===== src/rtl/ariane_soc_pkg.sv =====
// Shared SoC-level definitions: peripheral count plus the types used by the
// MOP instruction collector (state enum and 64-bit policy word).
package ariane_soc;

  localparam int NB_PERIPHERALS     = 8;
  localparam int MOP_BYTES_PER_WORD = 8;

  typedef enum logic {
    IDLE    = 1'b0,
    COLLECT = 1'b1
  } mop_coll_state_e;

  typedef logic [63:0] mop_word_t;

endpackage


===== src/rtl/mop_word_fifo.sv =====
// Small synchronous FIFO holding assembled policy words.
// Pointers carry one extra wrap bit so full and empty are told apart by
// comparing the MSBs. A push into a full FIFO is accepted only when a pop
// frees the head entry on the same edge. flush_i empties the FIFO.
module mop_word_fifo #(
  parameter int WIDTH = 64,
  parameter int DEPTH = 2
) (
  input  logic             clk_i,
  input  logic             rst_i,
  input  logic             flush_i,
  input  logic             push_i,
  input  logic             pop_i,
  input  logic [WIDTH-1:0] wdata_i,
  output logic [WIDTH-1:0] rdata_o,
  output logic             full_o,
  output logic             empty_o
);

  localparam int AW = $clog2(DEPTH);

  logic [AW:0]      wr_q, rd_q;
  logic [WIDTH-1:0] mem [DEPTH];
  logic             do_push, do_pop;

  assign empty_o = (wr_q == rd_q);
  assign full_o  = (wr_q[AW] != rd_q[AW]) && (wr_q[AW-1:0] == rd_q[AW-1:0]);
  assign do_pop  = pop_i && !empty_o;
  assign do_push = push_i && (!full_o || do_pop);
  assign rdata_o = mem[rd_q[AW-1:0]];

  // Pointer update; flush has priority over any push/pop that cycle
  always_ff @(posedge clk_i) begin
    if (rst_i || flush_i) begin
      wr_q <= '0;
      rd_q <= '0;
    end else begin
      if (do_push) wr_q <= wr_q + 1'b1;
      if (do_pop)  rd_q <= rd_q + 1'b1;
    end
  end

  // Storage write; contents are data only and need no reset
  always_ff @(posedge clk_i) begin
    if (do_push && !flush_i) mem[wr_q[AW-1:0]] <= wdata_i;
  end

endmodule


===== src/rtl/mop_instr_collector.sv =====
// Per-peripheral receive stage behind the MOP loader. Bytes strobed on this
// instance's load_ctrl bit are packed little-endian into a NUM_BYTES word,
// which is pushed into a small FIFO and offered over valid/ready.
// Optional build macro MOP_PARITY_CHK_EN: the last byte of each word must
// equal the XOR of the preceding bytes, otherwise the word is dropped and
// parity_err_o pulses.
module mop_instr_collector
  import ariane_soc::*;
#(
  parameter int PERIPH_IDX = 0,
  parameter int NUM_BYTES  = MOP_BYTES_PER_WORD,
  parameter int DEPTH      = 2,
  parameter int TIMEOUT    = 64,
  localparam int WORD_W    = 8 * NUM_BYTES,
  localparam int CNT_W     = $clog2(NUM_BYTES + 1)
) (
  input  logic                      clk_i,
  input  logic                      rst_i,
  input  logic                      clear_i,
  input  logic [NB_PERIPHERALS-1:0] load_ctrl_i,
  input  logic [7:0]                instrut_value_i,
  output logic [WORD_W-1:0]         word_o,
  output logic                      word_valid_o,
  input  logic                      word_ready_i,
  output logic                      busy_o,
  output logic [CNT_W-1:0]          byte_cnt_o,
  output logic                      timeout_o,
  output logic                      overflow_o,
  output logic                      parity_err_o
);

  localparam int TMO_W = $clog2(TIMEOUT + 1);

  mop_coll_state_e  state_q, state_d;
  logic [CNT_W-1:0] cnt_q, cnt_d;
  logic [TMO_W-1:0] tmo_q, tmo_d;
  logic [WORD_W-1:0] asm_q, word_c;
  logic strobe, last_byte, commit, tmo_fire, par_ok;
  logic push, pop, fifo_full, fifo_empty;
  logic timeout_q, overflow_q;
  logic [WORD_W-1:0] fifo_rdata;
  logic unused_load_ctrl;

`ifdef MOP_PARITY_CHK_EN
  logic par_err_q;

  // Last byte must equal the XOR of all earlier bytes of the word
  function automatic logic parity_ok(input logic [WORD_W-1:0] w);
    logic [7:0] acc;
    acc = 8'h00;
    for (int k = 0; k < NUM_BYTES - 1; k++) acc = acc ^ w[8*k +: 8];
    return acc == w[8*(NUM_BYTES-1) +: 8];
  endfunction

  assign par_ok = parity_ok(word_c);
`else
  assign par_ok = 1'b1;
`endif

  assign strobe           = load_ctrl_i[PERIPH_IDX];
  assign unused_load_ctrl = ^load_ctrl_i;
  assign last_byte        = strobe && (cnt_q == CNT_W'(NUM_BYTES - 1));
  assign pop              = word_valid_o && word_ready_i;
  assign push             = commit && par_ok;

  // Merge the incoming byte into the partial word at the current byte slot
  always_comb begin
    word_c = asm_q;
    for (int k = 0; k < NUM_BYTES; k++) begin
      if (cnt_q == CNT_W'(k)) word_c[8*k +: 8] = instrut_value_i;
    end
  end

  // Collector next-state: byte counting, commit and idle timeout
  always_comb begin
    state_d  = state_q;
    cnt_d    = cnt_q;
    tmo_d    = tmo_q;
    commit   = 1'b0;
    tmo_fire = 1'b0;
    if (clear_i) begin
      state_d = IDLE;
      cnt_d   = '0;
      tmo_d   = '0;
    end else begin
      case (state_q)
        IDLE: begin
          if (strobe) begin
            tmo_d = '0;
            if (last_byte) begin
              commit = 1'b1;
            end else begin
              state_d = COLLECT;
              cnt_d   = CNT_W'(1);
            end
          end
        end
        COLLECT: begin
          if (strobe) begin
            tmo_d = '0;
            if (last_byte) begin
              commit  = 1'b1;
              state_d = IDLE;
              cnt_d   = '0;
            end else begin
              cnt_d = cnt_q + 1'b1;
            end
          end else if (tmo_q == TMO_W'(TIMEOUT - 1)) begin
            tmo_fire = 1'b1;
            state_d  = IDLE;
            cnt_d    = '0;
            tmo_d    = '0;
          end else begin
            tmo_d = tmo_q + 1'b1;
          end
        end
        default: begin
          state_d = IDLE;
          cnt_d   = '0;
          tmo_d   = '0;
        end
      endcase
    end
  end

  // Control state, status pulses and sticky overflow
  always_ff @(posedge clk_i) begin
    if (rst_i) begin
      state_q    <= IDLE;
      cnt_q      <= '0;
      tmo_q      <= '0;
      timeout_q  <= 1'b0;
      overflow_q <= 1'b0;
    end else begin
      state_q   <= state_d;
      cnt_q     <= cnt_d;
      tmo_q     <= tmo_d;
      timeout_q <= tmo_fire;
      if (clear_i)                            overflow_q <= 1'b0;
      else if (push && fifo_full && !pop)     overflow_q <= 1'b1;
    end
  end

`ifdef MOP_PARITY_CHK_EN
  // Parity drop pulse, issued for the edge that would have committed
  always_ff @(posedge clk_i) begin
    if (rst_i) par_err_q <= 1'b0;
    else       par_err_q <= commit && !par_ok;
  end

  assign parity_err_o = par_err_q;
`else
  assign parity_err_o = 1'b0;
`endif

  // Partial-word assembly register (data path, not reset)
  always_ff @(posedge clk_i) begin
    if (strobe && !clear_i) asm_q <= word_c;
  end

  mop_word_fifo #(
    .WIDTH (WORD_W),
    .DEPTH (DEPTH)
  ) u_fifo (
    .clk_i   (clk_i),
    .rst_i   (rst_i),
    .flush_i (clear_i),
    .push_i  (push),
    .pop_i   (pop),
    .wdata_i (word_c),
    .rdata_o (fifo_rdata),
    .full_o  (fifo_full),
    .empty_o (fifo_empty)
  );

  assign word_valid_o = !fifo_empty;
  assign word_o       = fifo_empty ? '0 : fifo_rdata;
  assign busy_o       = (state_q == COLLECT);
  assign byte_cnt_o   = cnt_q;
  assign timeout_o    = timeout_q;
  assign overflow_o   = overflow_q;

endmodule

===== config.mk =====
export PLATFORM = sky130hd
export DESIGN_NAME = mop_instr_collector
export DESIGN_NICKNAME = d
export VERILOG_FILES = /design/src/rtl/ariane_soc_pkg.sv /design/src/rtl/mop_word_fifo.sv /design/src/rtl/mop_instr_collector.sv
export SDC_FILE = /design/constraint.sdc
export NUM_CORES = 1
export LEC_CHECK = 0
export ABC_CLOCK_PERIOD_IN_PS = 7920
export BUFFER_PORTS_ARGS = -buffer_cell sky130_fd_sc_hd__buf_4
export CORE_MARGIN = 5
export CORE_UTILIZATION = 25
export DETAILED_ROUTE_END_ITERATION = 8
export PLACE_DENSITY_LB_ADDON = 0.15
export SYNTH_ARGS = -nofsm -noshare
export SYNTH_HDL_FRONTEND = slang
export SYNTH_SLANG_ARGS = --single-unit

===== constraint.sdc =====
create_clock -name clk_i -period 7.92 [get_ports clk_i]
set_clock_uncertainty 0.15 [all_clocks]
set_input_delay 0.396 -clock clk_i [delete_from_list [all_inputs] [get_ports clk_i]]
set_output_delay 0.396 -clock clk_i [all_outputs]
set_load 0.005 [all_outputs]

* After elaboration in Yosys (flattened, before gate mapping)
Memory sizes are Yosys's and may differ from the RTL's. A register that Yosys moved wholly into a read port is not among the register bits.
Cells that the tools add are included.
** Operators by class
- Bitwise logic cells :: 1
- Muxes and demuxes :: 32
- Reductions and logical operators :: 19
- Add/sub/neg operators :: 4
- Equality and inequality tests :: 14
** Operators by type and width (count)
- 64-bit 2-to-1 mux :: 1
- 8-bit 2-to-1 mux :: 8
- 7-bit 2-to-1 mux :: 3
- 4-bit 2-to-1 mux :: 5
- 4-bit by 3-bit equality test with 1-bit output, second input constant :: 4
- 7-bit case mux with 2 select lines :: 1
- 1-bit 2-to-1 mux :: 12
- 1-bit logical AND :: 9
- 4-bit by 2-bit equality test with 1-bit output, second input constant :: 2
- 4-bit case mux with 2 select lines :: 1
- 7-bit by 1-bit adder with 7-bit output, second input constant :: 1
- 7-bit by 6-bit equality test with 1-bit output, second input constant :: 1
- 2-bit by 1-bit adder with 2-bit output, second input constant :: 2
- 4-bit by 1-bit adder with 4-bit output, second input constant :: 1
- 4-bit by 1-bit equality test with 1-bit output, second input constant :: 1
- 1-bit logical NOT :: 4
- 4-bit logical NOT :: 1
- 2-bit != test, second input constant :: 2
- 4-bit OR reduction :: 1
- 3-bit by 2-bit != test with 1-bit output, second input constant :: 1
- 3-bit AND reduction :: 1
- 2-bit equality test :: 1
- 1-bit logical OR :: 2
- 1-bit case mux with 2 select lines :: 1
- 4 further kinds :: 4
** Storage, ports and cells
- Output and inout bits :: 73
- Word-level logic and storage cells :: 79
- Memories kept :: 1
- Bits in writable memories :: 128
- Register bits :: 82
- Bits of input ports :: 20
** Memories
- u_fifo.mem :: depth 2, bits a word 64, rd ports 1, clocked after memory_dff 1, wr ports 1, line mop_word_fifo.sv:23 : logic [WIDTH-1:0] mem [DEPTH];

* Logic depth before layout (Yosys ltp)
Gate-level depths: netlist of run 1.
- Depth after elaboration :: 9
- Gate-level depth with buffers :: 6
- Gate-level depth less buffers :: 5

* Hierarchy
Synthesis of run 1 repeated with hierarchy kept, for this count alone.
** Unflattened totals
- Cell total of the unflattened synthesis :: 539
- Area, all modules :: 8814.7 um^2
** Modules (own cells, without submodules)
- mop_word_fifo :: area an instance 4917.2 um^2, cells an instance 238, sequential area each 3943.8 um^2, instances 1
- mop_instr_collector :: area an instance 3897.5 um^2, cells an instance 301, sequential area each 2202.1 um^2, instances 1

* Worst setup path before layout of run 1
No wires, ideal clock.
- Kind :: input-to-reg
- Start :: input port load_ctrl_i[0]
- End :: memory u_fifo.mem[0][0] (enable)
- Data required time :: 7283 ps
- Library setup time :: 487 ps
- Cell stages on the path :: 4
- Arrival :: 4460 ps
- Path buffers :: 1
- Setup slack :: 2823 ps
- Cell sequence :: buf_2 -> and2b_2 -> o311ai_4 -> nor2_1
** Between the ends
- Cells in the longest elaborated chain, start to end :: 8
** RTL lines
- start, declared :: line mop_instr_collector.sv:20 : input logic [NB_PERIPHERALS-1:0] load_ctrl_i,
- 1-bit logical AND :: line mop_instr_collector.sv:62 : assign last_byte = strobe && (cnt_q == CNT_W'(NUM_BYTES - 1));
- 1-bit 2-to-1 mux :: line mop_instr_collector.sv:90, mop_instr_collector.sv:101
- 1-bit 2-to-1 mux (*) :: line mop_instr_collector.sv:88, mop_instr_collector.sv:99
- 1-bit 2-to-1 mux (*) :: line mop_instr_collector.sv:81 : if (clear_i) begin
- 1-bit logical AND (*) :: line mop_word_fifo.sv:29 : assign do_push = push_i && (!full_o || do_pop);
- 1-bit logical AND (*) :: line mop_word_fifo.sv:45 : if (do_push && !flush_i) mem[wr_q[AW-1:0]] <= wdata_i;
- 1-bit 2-to-1 mux (*) :: line mop_word_fifo.sv:45
- 1-bit 2-to-1 mux (implied by the code) (*) :: line mop_word_fifo.sv:45
- end, declared :: line mop_word_fifo.sv:23
Mark *: on every way between the ends. The rest lies on a longest branch, timed or not.

* Final worst setup path of run 1
- Start :: input port clear_i
- End :: memory u_fifo.mem[0][11] (enable)
** Between the ends
- Cells in the longest elaborated chain, start to end :: 5
- Elaborated cells between the ends (all ways) :: 6
- Classes of those cells :: mux: 3; reduce/logical: 3
** RTL lines
- start, declared :: line mop_instr_collector.sv:19 : input logic clear_i,
- 1-bit 2-to-1 mux :: line mop_instr_collector.sv:81
- 1-bit logical AND :: line mop_word_fifo.sv:29
- 1-bit logical AND (*) :: line mop_word_fifo.sv:45
- 1-bit 2-to-1 mux (*) :: line mop_word_fifo.sv:45
- 1-bit 2-to-1 mux (implied by the code) (*) :: line mop_word_fifo.sv:45
Marked as above.

==> metrics.txt, run 1 <==
# TYPE chip_impl_metric gauge
chip_impl_metric{name="core_area",unit="mm²"} 0.03353
chip_impl_info{name="synth_commonest_cells",value="edfxtp_1 (192), nor2_1 (78), mux2_2 (65)"} 1
chip_impl_info{name="min_to",value="busy_o"} 1
chip_impl_metric{name="firstDrtPassIters",unit=""} 4
chip_impl_info{name="cpMaxStageDelayCell",value="nor2_4"} 1
chip_impl_metric{name="vdd.ir_drop.worst",unit="µV"} 119.8
chip_impl_info{name="path_common_cell",value="buf_4"} 1
chip_impl_info{name="cp_top_family",value="buffers and inverters"} 1
chip_impl_metric{name="final_min_period_over_clock_period",unit=""} 0.4053
chip_impl_metric{name="area.growth.synth_to_final",unit="%"} 21.63
chip_impl_metric{name="drive_gt1_frac",unit=""} 0.3028
chip_impl_metric{name="relSlewSlack",unit=""} 0.3074
chip_impl_metric{name="area_of_combinational_cells_with_multiple_inputs",unit="mm²"} 0.002216
chip_impl_metric{name="detail_route.wl_per_cell",unit="µm"} 18.12
chip_impl_metric{name="drt.antenna.violating_nets",unit=""} 0
chip_impl_info{name="outcome",value="completed"} 1
chip_impl_metric{name="holdBufCountCts",unit=""} 0
chip_impl_info{name="post-synth-top-area-cell",value="edfxtp_1"} 1
chip_impl_metric{name="cells_on_worst_reg2reg_path",unit=""} 5
chip_impl_info{name="cp-end-kind",value="register"} 1
chip_impl_metric{name="fmax",unit="MHz"} 311.5
chip_impl_metric{name="vias_per_cell",unit=""} 4.208
chip_impl_metric{name="detailedRoute.firstIterationViolations",unit=""} 208
chip_impl_info{name="cp_cell_sequence",value="buf_4 -> and2b_2 -> buf_4 -> o311ai_4 -> nor2_4 -> buf_4"} 1
chip_impl_info{name="rr_startpoint",value="byte_cnt_o[0]"} 1
chip_impl_metric{name="floorplan.initialDensity",unit=""} 0.2530
chip_impl_metric{name="synth-edff-count",unit=""} 192
chip_impl_metric{name="worst-path-buf-inv",unit=""} 3
chip_impl_info{name="synth_most_common_cell",value="edfxtp_1"} 1
chip_impl_metric{name="postSynthAreaPerCell",unit="µm²"} 16.10
chip_impl_metric{name="share_of_synthesized_flip_flops_with_an_asynchronous_set_or_reset",unit=""} 0
chip_impl_info{name="setup.worst_path.start_class",value="primary input"} 1
chip_impl_metric{name="synth_area",unit="mm²"} 0.008484
chip_impl_metric{name="sequential_share_of_the_synthesized_area",unit=""} 0.7244
chip_impl_metric{name="ctsLongestPathBuffers",unit=""} 3
chip_impl_metric{name="gpl_wtd_cong",unit=""} 0.6822
chip_impl_metric{name="grt_pass1_vias",unit=""} 4874
chip_impl_info{name="tritoncts",value="yes"} 1
chip_impl_metric{name="cts_sinks",unit=""} 211
chip_impl_metric{name="cts_inserted_buffers",unit=""} 24
chip_impl_metric{name="drv.max_cap_violation_count",unit=""} 0
chip_impl_metric{name="antenna_found_initial",unit=""} 0
chip_impl_metric{name="pin_count",unit=""} 93
chip_impl_metric{name="slew_viol_final",unit=""} 0
chip_impl_metric{name="totalPowerFinal",unit="W"} 0.002272
chip_impl_metric{name="cts_resized",unit=""} 0
chip_impl_info{name="cts_root_buffer",value="clkbuf_16"} 1
chip_impl_metric{name="clkTransAtPathRegs",unit="ns"} 0.06
chip_impl_metric{name="holdPathStages",unit=""} 3
chip_impl_metric{name="die_height",unit="µm"} 194.2
chip_impl_metric{name="power_density",unit="mW/mm²"} 220.1
chip_impl_metric{name="design.die.area",unit="mm²"} 0.03772
chip_impl_info{name="synth.area.top_cells",value="edfxtp_1 (68%), mux2_2 (8.6%), mux2i_1 (7.6%)"} 1
chip_impl_metric{name="dp_hpwl",unit="µm"} 11560
chip_impl_metric{name="synth.yosys.warnings",unit=""} 0
chip_impl_metric{name="worstPathArrival",unit="ns"} 3.19
chip_impl_metric{name="clock_latency",unit="ns"} 0.50
chip_impl_metric{name="cp_data_required_time",unit="ns"} 7.90
chip_impl_metric{name="grt_max_degree",unit=""} 67
chip_impl_metric{name="hold_viol",unit=""} 0
chip_impl_metric{name="hold-worst-slack",unit="ns"} 0.04516
chip_impl_metric{name="fp.dieW",unit="µm"} 194.2
chip_impl_metric{name="port_buffers",unit=""} 84
chip_impl_info{name="timing_worst_setup_path_type",value="primary input to register"} 1
chip_impl_metric{name="gr-usage-all-layers",unit=""} 0.1007
chip_impl_metric{name="worst-slew-pin-transition",unit="ns"} 1.039
chip_impl_info{name="regToRegEndpoint",value="u_fifo.mem[0][11]"} 1
chip_impl_info{name="rsz0062_at_grt",value="no"} 1
chip_impl_info{name="hold_path_class",value="primary input to register"} 1
chip_impl_metric{name="grt_pass1_wl",unit="µm"} 29700
chip_impl_metric{name="synth.top_cell.area_share",unit=""} 0.6795
chip_impl_metric{name="remaining_drc_errors",unit=""} 0
chip_impl_metric{name="route.final.wire_length",unit="µm"} 19610
chip_impl_metric{name="cpPeakStageDelay",unit="ns"} 0.73
chip_impl_metric{name="residual_overflow_from_global_routing",unit=""} 0
chip_impl_metric{name="cts_htree_levels",unit=""} 1
chip_impl_metric{name="detailroute.via_count",unit=""} 4553
chip_impl_metric{name="period_minus_slack",unit="ns"} 3.210
chip_impl_metric{name="ys_ff_latch",unit=""} 211
chip_impl_metric{name="setup_viol",unit=""} 0
chip_impl_metric{name="num-fill-cells",unit=""} 3355
chip_impl_metric{name="critPathMaxFanout",unit=""} 66
chip_impl_metric{name="syn-num-nets",unit=""} 552
chip_impl_metric{name="num-nets-final",unit=""} 641
chip_impl_metric{name="timing.reg2reg.setup_slack",unit="ns"} 4.77
chip_impl_metric{name="cts_setup_buffers",unit=""} 0
chip_impl_metric{name="antenna-diode-count",unit=""} 0
chip_impl_metric{name="yosysUniqueCellTypes",unit=""} 36
chip_impl_metric{name="cellLeakagePower",unit="nW"} 3.386
chip_impl_metric{name="tns",unit="ns"} 0
chip_impl_info{name="dominantRegCellSynth",value="edfxtp_1"} 1
chip_impl_info{name="min_from",value="load_ctrl_i[0]"} 1
chip_impl_metric{name="postSynthCellCount",unit=""} 527
chip_impl_metric{name="floorplan.rows",unit=""} 67
chip_impl_metric{name="seqCellArea",unit="mm²"} 0.006150
-- how the worst max path moves through the flow --
stage / startpoint / endpoint / depth (start not counted)
floorplan: load_ctrl_i[0] / u_fifo.mem[0][0] / 4
global placement: clear_i / u_fifo.mem[0][8] / 6
detailed placement: clear_i / u_fifo.mem[0][4] / 6
CTS: clear_i / u_fifo.mem[0][6] / 6
global route: clear_i / u_fifo.mem[0][13] / 6
finish: clear_i / u_fifo.mem[0][11] / 6
-- routing by layer --
metal | vias up | wire, µm | global-route usage
met5 | - | 0 | 0
met4 | 0 | 282 | 0.02266
met3 | 23 | 829 | 0.02207
met2 | 89 | 9645 | 0.1748
met1 | 2291 | 8847 | 0.1294
li1 | 2150 | - | -
-- report_power, final --
group | total, W | leakage, nW | internal, W | switching [W]
Combinational | 0.0000526 | 1.13 | 0.0000186 | 0.0000339
Clock | 0.000987 | 0.348 | 0.000575 | 0.000413
Sequential | 0.00123 | 1.90 | 0.00123 | 0.00000430
-- worst register-to-register path: stages (launching register included) --
cell	delay, ns
dfxtp_1	0.46
ha_1	0.31
and3b_1	0.27
o311ai_4	0.18
nor2_4	0.73
buf_4	0.65
-- state kept, by name (all words and copies together) (netlist names), named ones only --
| name | cells |
|---|---|
| u_fifo.wr_q | 2 |
| overflow_o | 1 |
| u_fifo.rd_q | 2 |
| byte_cnt_o | 4 |
| busy_o | 1 |
| tmo_q | 7 |
| timeout_o | 1 |
| asm_q | 64 |
| u_fifo.mem | 128 |
-- cell families after synthesis --
logic type      Yosys count  synth area share
flops                   211            0.7244
simple gates            120           0.06194
mux                     129            0.1618
fa+ha+maj                 5          0.007374
compound gates           22           0.01785
xor+xnor                  8          0.009144
other cells               1         0.0004420
buf+inv                  31           0.01711
-- metrics by stage --
stage                       util  area, µm²  cells  setup slack [ns]
after floorplan                -       8484    527             2.823
after global placement    0.2867       9613   1038             4.036
after detailed placement  0.2867       9613   1038             4.033
after CTS                 0.3078      10320   1082             4.554
after global routing      0.3078      10320   1082             4.483
final                     0.3078      10320   1082             4.710
-- cell usage in the layout (no fill, tap or decap), drive strengths merged, types with 3 or more instances in the layout --
cell / synthesis / routed
a21oi: 8 / 8
nand3: 9 / 9
clkbuf: 5 / 31
ha: 5 / 5
nor2: 78 / 78
edfxtp: 192 / 192
dfxtp: 19 / 19
buf: 21 / 89
clkinv: 0 / 12
nand2: 10 / 10
and2: 4 / 4
or3: 5 / 5
inv: 5 / 6
mux2: 65 / 65
mux2i: 64 / 64
a31oi: 3 / 3
xor2: 6 / 6
o21ai: 5 / 5
-- area by class of cell --
class / instances / area share
flip-flops and latches: 211 / 0.5959
inverters: 5 / 0.001819
multi-input cells: 285 / 0.2147
repair buffers: 89 / 0.06474
clock inverters: 13 / 0.005698
clock buffers: 31 / 0.06280
well taps: 448 / 0.05432
Power figures use the tool's default switching activity.
==> inputs of run 2 (changes only) <==
ABC_CLOCK_PERIOD_IN_PS = 3200   (was 7920)
clock period = 3.2 ns   (was 7.92 ns; I/O delays follow)
==> run 2 against run 1 <==
Net effect:
- utilization is 0.68 points higher
- global-route usage is 0.31 points higher
- final cell count is 1.7% higher
- clock-buffer cell count is 1 higher
- wire length is 2.9% higher
- final area is 2.2% higher
- sequential power is 150% higher
- highest routed layer unchanged
==> metrics.txt, run 2 (synthesis results as in run 1) <==
# TYPE chip_impl_metric gauge
chip_impl_metric{name="clock_power_share",unit=""} 0.448
chip_impl_metric{name="detail_route.wl_per_cell",unit="µm"} 18.33
chip_impl_metric{name="drv.max_cap_violation_count",unit=""} 0
chip_impl_metric{name="switching_share",unit=""} 0.2023
chip_impl_metric{name="residual_overflow_from_global_routing",unit=""} 0
chip_impl_metric{name="max_reg_flops",unit=""} 128
chip_impl_info{name="startpoint",value="u_fifo.wr_q[0]"} 1
chip_impl_metric{name="p_int",unit="W"} 0.004620
chip_impl_metric{name="final_min_period_over_clock_period",unit=""} 0.8205
chip_impl_metric{name="post-place-cells",unit=""} 1042
chip_impl_metric{name="gpl_wtd_cong",unit=""} 0.6894
chip_impl_metric{name="gr-usage-all-layers",unit=""} 0.1038
chip_impl_metric{name="remaining_drc_errors",unit=""} 0
chip_impl_info{name="cpMaxStageDelayCell",value="dfxtp_1"} 1
chip_impl_metric{name="floorplan.initialDensity",unit=""} 0.2530
chip_impl_info{name="tritoncts",value="yes"} 1
chip_impl_info{name="cp-end-kind",value="primary output"} 1
chip_impl_metric{name="cts_htree_levels",unit=""} 1
chip_impl_metric{name="worst-slew-pin-transition",unit="ns"} 0.9805
chip_impl_metric{name="critPathMaxFanout",unit=""} 25
chip_impl_metric{name="num-fill-cells",unit=""} 3338
chip_impl_metric{name="area.growth.synth_to_final",unit="%"} 24.32
chip_impl_info{name="rsz0062_at_grt",value="no"} 1
chip_impl_info{name="cts_root_buffer",value="clkbuf_16"} 1
chip_impl_metric{name="holdBufCountCts",unit=""} 12
chip_impl_metric{name="fp.dieW",unit="µm"} 194.2
chip_impl_metric{name="vdd.ir_drop.worst",unit="µV"} 387.4
chip_impl_metric{name="finish.utilization",unit=""} 0.3146
chip_impl_metric{name="seqCellArea",unit="mm²"} 0.006150
chip_impl_metric{name="cpPeakStageDelay",unit="ns"} 0.44
chip_impl_info{name="rr_startpoint",value="byte_cnt_o[1]"} 1
chip_impl_metric{name="grt_pass1_vias",unit=""} 5042
chip_impl_metric{name="drt.antenna.violating_nets",unit=""} 0
chip_impl_metric{name="timing.reg2reg.setup_slack",unit="ns"} 0.75
chip_impl_metric{name="design.die.area",unit="mm²"} 0.03772
chip_impl_metric{name="hold_viol",unit=""} 0
chip_impl_metric{name="grt_pass1_wl",unit="µm"} 30430
chip_impl_metric{name="area_of_combinational_cells_with_multiple_inputs",unit="mm²"} 0.002216
chip_impl_metric{name="cells_on_worst_reg2reg_path",unit=""} 5
chip_impl_metric{name="relSlewSlack",unit=""} 0.3463
chip_impl_metric{name="cts_setup_buffers",unit=""} 0
chip_impl_metric{name="floorplan.rows",unit=""} 67
chip_impl_info{name="layout_common_cells",value="edfxtp_1 (192), buf_4 (91), nor2_1 (75), mux2_2 (65), mux2i_1 (64)"} 1
chip_impl_metric{name="comb_power_share",unit=""} 0.025
chip_impl_metric{name="port_buffers",unit=""} 84
chip_impl_metric{name="core_area",unit="mm²"} 0.03353
chip_impl_metric{name="firstDrtPassIters",unit=""} 6
chip_impl_metric{name="setup_viol",unit=""} 0
chip_impl_metric{name="tns",unit="ns"} 0
chip_impl_metric{name="clock_latency",unit="ns"} 0.53
chip_impl_info{name="regToRegEndpoint",value="u_fifo.mem[0][13]"} 1
chip_impl_metric{name="share_seq_of_total_power",unit=""} 0.527
chip_impl_metric{name="final_cells",unit=""} 1100
chip_impl_metric{name="clkTransAtPathRegs",unit="ns"} 0.06
chip_impl_metric{name="route.final.wire_length",unit="µm"} 20170
chip_impl_info{name="critical_path.endpoint",value="word_o[1]"} 1
chip_impl_metric{name="dp_hpwl",unit="µm"} 12180
chip_impl_metric{name="detailedRoute.firstIterationViolations",unit=""} 192
chip_impl_info{name="commonest_non_fill_non_tap_cell_in_the_layout",value="edfxtp_1"} 1
chip_impl_metric{name="die_height",unit="µm"} 194.2
chip_impl_info{name="outcome",value="completed"} 1
chip_impl_metric{name="cts_inserted_buffers",unit=""} 25
chip_impl_metric{name="power_density",unit="mW/mm²"} 549.0
chip_impl_info{name="setup.worst_path.start_class",value="register"} 1
chip_impl_metric{name="grt_max_degree",unit=""} 66
chip_impl_metric{name="cp_data_required_time",unit="ns"} 2.89
chip_impl_metric{name="placed_cell_area",unit="mm²"} 0.009668
chip_impl_metric{name="cts_resized",unit=""} 0
chip_impl_info{name="path_common_cell",value="buf_4"} 1
chip_impl_metric{name="num-nets-final",unit=""} 658
chip_impl_info{name="timing_worst_setup_path_type",value="register to primary output"} 1
chip_impl_metric{name="hold-worst-slack",unit="ns"} 0.02527
chip_impl_metric{name="post-route-cell-area",unit="mm²"} 0.01055
chip_impl_metric{name="period_minus_slack",unit="ns"} 2.626
chip_impl_info{name="cp_cell_sequence",value="xor2_2 -> nor2_4 -> buf_4 -> nor2_1 -> buf_4"} 1
chip_impl_info{name="hold_path_class",value="primary input to register"} 1
chip_impl_metric{name="vias_per_cell",unit=""} 4.231
chip_impl_metric{name="fmax",unit="MHz"} 380.8
chip_impl_metric{name="slew_viol_final",unit=""} 0
chip_impl_metric{name="drive_gt1_frac",unit=""} 0.3088
chip_impl_metric{name="cellLeakagePower",unit="nW"} 3.491
chip_impl_metric{name="ctsLongestPathBuffers",unit=""} 3
chip_impl_metric{name="cts_sinks",unit=""} 211
chip_impl_metric{name="detailroute.via_count",unit=""} 4654
chip_impl_metric{name="p_sw",unit="W"} 0.001171
chip_impl_metric{name="worstPathArrival",unit="ns"} 2.32
chip_impl_metric{name="pin_count",unit=""} 93
chip_impl_metric{name="antenna_found_initial",unit=""} 0
-- run 2: cell count changes in the layout (fill, tap and decap cells not counted), sizes merged --
cell,before,now
clkinv,12,11
bufinv,0,1
buf,89,93
dlygate4sd3,0,12
clkbuf,31,32
diode,0,1
-- run 2: final cells by class --
type	count	area share
multi-input cells	285	0.2101
well taps	448	0.05314
clock inverters	13	0.009964
clock buffers	32	0.06180
inverters	5	0.001779
repair buffers	105	0.07995
diodes	1	0.0002372
flip-flops and latches	211	0.5830
-- run 2: critical path, delay by kind of cell, from the launching register on --
kind / cells / cell delay (ns)
simple gates: 2 / 0.59
buf+inv: 2 / 0.56
flops: 1 / 0.44
xor+xnor: 1 / 0.18
-- run 2: power by group through the flow --
| stage | clock network [W] | logic, W | registers [W] |
|---|---|---|---|
| after detailed placement | 0 | 0.000136 | 0.00311 |
| after CTS | 0.00269 | 0.000148 | 0.00305 |
| after floorplan | 0 | 0.0000742 | 0.00310 |
| final | 0.00260 | 0.000145 | 0.00305 |
| after global placement | 0 | 0.000131 | 0.00311 |
| after global routing | 0.00279 | 0.000158 | 0.00305 |
-- run 2: per-layer routing --
layer | vias to the layer above | track usage | routed length (µm)
met3 | 27 | 0.01981 | 746
met5 | - | 0 | 0
met1 | 2360 | 0.1374 | 9203
li1 | 2182 | - | -
met2 | 85 | 0.1768 | 9794
met4 | 0 | 0.02500 | 422
-- run 2: stage by stage --
step,power [W],worst slack (ns)
3_3_place_gp,0.003236,0.8165
6_report,0.005791,0.5743
5_1_grt,0.006002,0.3860
4_1_cts,0.005891,0.4777
2_1_floorplan,0.003176,-0.5961
3_5_place_dp,0.003243,0.7603
-- run 2: worst min path at each step --
stage | startpoint | cells after the start | to
after floorplan | rst_i | 2 | byte_cnt_o[2]
after global placement | tmo_q[5] | 1 | tmo_q[5]
after detailed placement | load_ctrl_i[0] | 3 | busy_o
after CTS | instrut_value_i[0] | 2 | asm_q[32]
after global routing | instrut_value_i[0] | 2 | asm_q[48]
final | instrut_value_i[0] | 2 | u_fifo.mem[0][24]
